$ cat config.mk
export PLATFORM = sky130hd
export DESIGN_NAME = instruction_decoder
export DESIGN_NICKNAME = d
export VERILOG_FILES = /design/src/rtl/isa_pkg.sv /design/src/rtl/instruction_decoder.sv
export SDC_FILE = /design/constraint.sdc
export NUM_CORES = 1
export LEC_CHECK = 0
export ABC_AREA = 0
export ABC_CLOCK_PERIOD_IN_PS = 4300
export CAP_MARGIN = 10
export CORE_UTILIZATION = 44
export CTS_CLUSTER_DIAMETER = 150
export DETAILED_ROUTE_END_ITERATION = 7
export PLACE_DENSITY = 0.8
export SETUP_SLACK_MARGIN = 0.2
export SYNTH_ARGS = -nofsm -noshare
export SYNTH_HDL_FRONTEND = slang
export SYNTH_SLANG_ARGS = --single-unit
$ cat constraint.sdc
create_clock -name clk -period 4.3 [get_ports clk]
set_input_delay 0.645 -clock clk [delete_from_list [all_inputs] [get_ports clk]]
set_output_delay 0.645 -clock clk [all_outputs]
set_load 0.005 [all_outputs]
$ cat src/rtl/isa_pkg.sv
// Instruction-set definitions shared by the instruction decoder and the instruction buffer bench:
// opcode values, instruction field positions and the decoder FSM state encoding.
package isa_pkg;

   localparam int OP_W     = 4;
   localparam int OP_LSB   = 60;
   localparam int ADDR_LSB = 44;
   localparam int LEN_LSB  = 32;
   localparam int IMM_W    = 32;

   localparam logic [OP_W-1:0] OP_NOP    = 4'd0;
   localparam logic [OP_W-1:0] OP_LOAD_W = 4'd1;
   localparam logic [OP_W-1:0] OP_LOAD_A = 4'd2;
   localparam logic [OP_W-1:0] OP_MATMUL = 4'd3;
   localparam logic [OP_W-1:0] OP_STORE  = 4'd4;
   localparam logic [OP_W-1:0] OP_HALT   = 4'd5;

   typedef enum logic [1:0] {
      ST_IDLE,
      ST_ISSUE,
      ST_WAIT,
      ST_HALTED
   } state_e;

   // Opcodes that produce a command for a datapath unit.
   function automatic logic is_dispatch(input logic [OP_W-1:0] op);
      return (op >= OP_LOAD_W) && (op <= OP_STORE);
   endfunction

endpackage

$ cat src/rtl/instruction_decoder.sv
// Decodes instructions and dispatches one command at a time to the systolic-array units.
// Latency: accept at edge N -> cmd_valid in cycle N+1; a len==0 command frees the decoder 2 cycles after accept.
// Backpressure: instr_ready only in IDLE; cmd_* held stable until cmd_ready; unit_done (or watchdog) retires.
module instruction_decoder
   import isa_pkg::*;
#(
   parameter int INSTR_W = 64,
   parameter int ADDR_W  = 16,
   parameter int LEN_W   = 12,
   parameter int TIMEOUT = 1024,
   parameter int CNT_W   = 32
) (
   input  logic               clk,
   input  logic               rst,
   input  logic [INSTR_W-1:0] instr_in,
   input  logic               instr_valid,
   output logic               instr_ready,
   output logic [2:0]         cmd_op,
   output logic [ADDR_W-1:0]  cmd_addr,
   output logic [LEN_W-1:0]   cmd_len,
   output logic [IMM_W-1:0]   cmd_data,
   output logic               cmd_valid,
   input  logic               cmd_ready,
   input  logic               unit_done,
   input  logic               resume,
   output logic               busy,
   output logic               halted,
   output logic               illegal_op,
   output logic               timeout_err,
   output logic [CNT_W-1:0]   retired_cnt
);

   localparam int              WD_W    = (TIMEOUT > 1) ? $clog2(TIMEOUT) : 1;
   localparam logic [WD_W-1:0] WD_LAST = WD_W'(TIMEOUT - 1);

   state_e              state_q, state_d;
   logic [2:0]          op_q, op_d;
   logic [ADDR_W-1:0]   addr_q, addr_d;
   logic [LEN_W-1:0]    len_q, len_d;
   logic [IMM_W-1:0]    imm_q, imm_d;
   logic [WD_W-1:0]     wdog_q, wdog_d;
   logic [CNT_W-1:0]    retired_cnt_q, retired_cnt_d;
   logic                illegal_q, illegal_d;
   logic                timeout_q, timeout_d;

   logic [OP_W-1:0]     in_op;
   logic                accept;

   assign in_op  = instr_in[INSTR_W-1 -: OP_W];
   assign accept = instr_valid && instr_ready;

   always_comb begin
      state_d       = state_q;
      op_d          = op_q;
      addr_d        = addr_q;
      len_d         = len_q;
      imm_d         = imm_q;
      wdog_d        = wdog_q;
      retired_cnt_d = retired_cnt_q;
      illegal_d     = illegal_q;
      timeout_d     = timeout_q;

      case (state_q)
         ST_IDLE: begin
            if (accept) begin
               op_d   = in_op[2:0];
               addr_d = instr_in[ADDR_LSB +: ADDR_W];
               len_d  = instr_in[LEN_LSB +: LEN_W];
               imm_d  = instr_in[IMM_W-1:0];
               // Decode uses all four opcode bits so 13 (low bits 5) is not mistaken for HALT.
               if (in_op == OP_NOP) begin
                  retired_cnt_d = retired_cnt_q + CNT_W'(1);
               end else if (in_op == OP_HALT) begin
                  retired_cnt_d = retired_cnt_q + CNT_W'(1);
                  state_d       = ST_HALTED;
               end else if (is_dispatch(in_op)) begin
                  state_d = ST_ISSUE;
               end else begin
                  illegal_d = 1'b1;
               end
            end
         end
         ST_ISSUE: begin
            if (cmd_ready) begin
               if (len_q == '0) begin
                  retired_cnt_d = retired_cnt_q + CNT_W'(1);
                  state_d       = ST_IDLE;
               end else begin
                  wdog_d  = '0;
                  state_d = ST_WAIT;
               end
            end
         end
         ST_WAIT: begin
            // A done arriving on the watchdog's last cycle still retires cleanly.
            if (unit_done) begin
               retired_cnt_d = retired_cnt_q + CNT_W'(1);
               state_d       = ST_IDLE;
            end else if (wdog_q == WD_LAST) begin
               timeout_d = 1'b1;
               state_d   = ST_IDLE;
            end else begin
               wdog_d = wdog_q + WD_W'(1);
            end
         end
         ST_HALTED: begin
            if (resume) begin
               state_d = ST_IDLE;
            end
         end
         default: state_d = ST_IDLE;
      endcase
   end

   always_ff @(posedge clk or posedge rst) begin
      if (rst) begin
         state_q       <= ST_IDLE;
         op_q          <= '0;
         addr_q        <= '0;
         len_q         <= '0;
         imm_q         <= '0;
         wdog_q        <= '0;
         retired_cnt_q <= '0;
         illegal_q     <= 1'b0;
         timeout_q     <= 1'b0;
      end else begin
         state_q       <= state_d;
         op_q          <= op_d;
         addr_q        <= addr_d;
         len_q         <= len_d;
         imm_q         <= imm_d;
         wdog_q        <= wdog_d;
         retired_cnt_q <= retired_cnt_d;
         illegal_q     <= illegal_d;
         timeout_q     <= timeout_d;
      end
   end

   // instr_ready is held low while rst is asserted so nothing transfers during reset.
   assign instr_ready = (state_q == ST_IDLE) && !rst;
   assign cmd_valid   = (state_q == ST_ISSUE);
   assign cmd_op      = op_q;
   assign cmd_addr    = addr_q;
   assign cmd_len     = len_q;
   assign cmd_data    = imm_q;
   assign busy        = (state_q != ST_IDLE);
   assign halted      = (state_q == ST_HALTED);
   assign illegal_op  = illegal_q;
   assign timeout_err = timeout_q;
   assign retired_cnt = retired_cnt_q;

endmodule

==> run metrics <==
status=finished, final reports clean; number of global-route vias before repair=around 3500; Crit Reg-Reg Startpoint=cmd_len[11]; CTS Buf Count=9; synth top area cells=dfrtp_1 (59%), mux2_2 (16%), xnor2_1 (5.9%); crit start category=register; RSZ-0062 raised after global routing=false; initial antenna violation count=0; fin crit period=2.58 ns; YS warnings=0; Core Area=10200 sq um; Worst-Skew Late Latency=roughly 0.36 ns; sequential fraction of the synthesis area=between 50% and 60%; Critical R2R Capture=retired_cnt[7]; worst clock skew=about 0.014 ns; Max-Cap Viols=0; Hold Crit Class=reg -> reg; Clock Sinks=around 110; drc violations=0; Post-synth top flop=dfrtp_1; Critical Path Sink=retired_cnt[7]; R2R cell count=5; fin crit share=59.9%; Ports=171; cells after synthesis=350; DR top layer=met4; vias=between 3000 and 4000; final setup fails=0; final hold vios=0; drt wl/cell=15.9 um; syn nets=roughly 420; Mapped Area=around 4600 sq um; Worst EP arrival=~2.8 ns; met3 routed WL=between 600 and 700 um; Core Rows=37; placer congestion estimate=0.808; largest net degree at the start of global routing=65; CTS tree=yes; Mapped Avg Cell Area=roughly 13 sq um; Relative slew margins=43.5%; Final Max Tran Viols=0; post-synth top area share=59.2%; Clk pin slew, worst setup/hold paths=0.11 ns; Initial Utilization=45.1%; Max clock buf depth=2; Worst Tran Pin Value=0.841 ns; Critical Path Start=cmd_len[11]; number of fill cells=807; FF-to-FF setup slack=1.72 ns; CTS HTree Levels=3; #FFs+latches synth=approximately 110; half-perimeter wire length after placement=7540 um; CP Max Fanout=32; Synth cell types=37; die area=between 10000 and 15000 sq um; post-route ant nets=0; Final Cell Area=~6600 sq um; EDFF count, synth=0; grt ovf=0; hold_buf cts=0; n_diodes=0; starting DRC count in detailed routing=118; most common cell after layout, fill and taps aside=clkdlybuf4s50_1; Routed WL=approximately 10000 um; layout cell share with drive strength beyond 1=16.5%; vias per std cell=5.15; post-placement cell area=6450 sq um; CP Capture Type=register; asr flop ratio synth=100%; met1 wire length=4820 um; PwrDens=around 470 nW/um^2; LEAKAGE=0.00272 uW; Worst EP required=between 4 and 5 ns; Port Buffers=170; first-pass GRT wire length=17100 um; fmax=around 390 MHz; post-route setup TNS=0 ns; commonest non-fill, non-tap cells in the layout=clkdlybuf4s50_1 (170), dfrtp_1 (109), mux2_2 (65); Die Height=approximately 100 um; die span in x=104 um; GRT Util Overall=19.6%; CTS root buf=clkbuf_8; Area Growth Syn to Fin=43.6%; Worst VDD drop=0.253 mV; wire length on met2=4960 um; Pre-antenna DRT Iters=4; Setup Crit Path Kind=reg -> reg; Layout Nets=594; post_cts resized=0; Synth area leader=dfrtp_1; number of post-CTS setup repair buffers=0
==> final cells by class <==
class,instances,area [sq um],area share (%)
inverter,5,21.3,0.321
clock inverter,5,37.5,0.567
tap,136,170,2.57
timing repair buffer,172,1730,26.1
clock buffer,10,138,2.08
multi-input combinational,225,1800,27.2
sequential,109,2730,41.2
==> metrics by stage <==
| stage | total power, uW | util, % | hold WS [ns] | instances | worst slack, ns |
|---|---|---|---|---|---|
| 3_5_place_dp | 2570 | 63.0 | 0.454 | 647 | 1.36 |
| 4_1_cts | 3140 | 64.7 | 0.480 | 662 | 1.72 |
| 5_1_grt | 3270 | 64.7 | 0.487 | 662 | 1.56 |
| 6_report | 3100 | 64.7 | 0.480 | 662 | 1.72 |
| 3_3_place_gp | 2530 | 63.0 | 0.446 | 647 | 1.43 |
| 2_1_floorplan | 1890 | - | 0.451 | 350 | 0.781 |
==> synthesized netlist by cell type, drive strengths merged (2+ instances only) <==
| cell type | instances |
|---|---|
| buf | 9 |
| nand3 | 20 |
| nor2 | 15 |
| xnor2 | 31 |
| nor4b | 2 |
| and3 | 14 |
| a31oi | 2 |
| nor3 | 3 |
| or4 | 3 |
| mux2 | 65 |
| o21ai | 7 |
| nor2b | 4 |
| a21o | 2 |
| a21oi | 7 |
| nand2b | 2 |
| and4 | 4 |
| inv | 5 |
| clkbuf | 2 |
| xor2 | 3 |
| ha | 2 |
| and2 | 5 |
| nand2 | 9 |
| nand4 | 15 |
| dfrtp | 109 |
==> worst max-delay path: stages (launching register included) <==
cell	delay, ns
dfrtp_1	0.40
or4_1	0.53
o31a_1	0.41
a21oi_4	0.67
nand4_1	0.24
xnor2_1	0.19
==> sequential cells by signal (all words and copies together) (netlist names) <==
signal / count
cmd_addr: 16
cmd_data: 32
cmd_len: 12
cmd_op: 3
illegal_op: 1
retired_cnt: 32
state_q: 2
timeout_err: 1
wdog_q: 10
==> report_power, final <==
group | total (uW) | internal (uW) | switching, uW
registers | 1460 | 1290 | 174
logic | 1070 | 729 | 345
clock network | 561 | 225 | 336
total | 3100 | 2240 | 855
==> how the worst min path moves through the flow <==
stage	startpoint	end	cells past startpoint
after floorplan	timeout_err	timeout_err	1
after global placement	timeout_err	timeout_err	1
after detailed placement	timeout_err	timeout_err	1
after CTS	timeout_err	timeout_err	1
after global routing	retired_cnt[31]	retired_cnt[31]	1
final	retired_cnt[31]	retired_cnt[31]	1
==> per-layer routing <==
layer	global-route usage, %	vias up
li1	-	1591
met1	26.9	1701
met2	31.6	113
met3	5.20	7
met4	3.78	0
met5	0	-
==> logic make-up (layout without fill, tap and decap cells) <==
kind of cell	after synthesis	after routing	synth area share, %
compound gates	26	26	4.07
xor+xnor	34	34	6.46
fa+ha+maj	2	2	0.543
buf+inv	16	192	1.95
flops	109	109	59.2
mux	66	66	16.1
simple gates	97	97	11.7
Power figures use the tool's default switching activity.
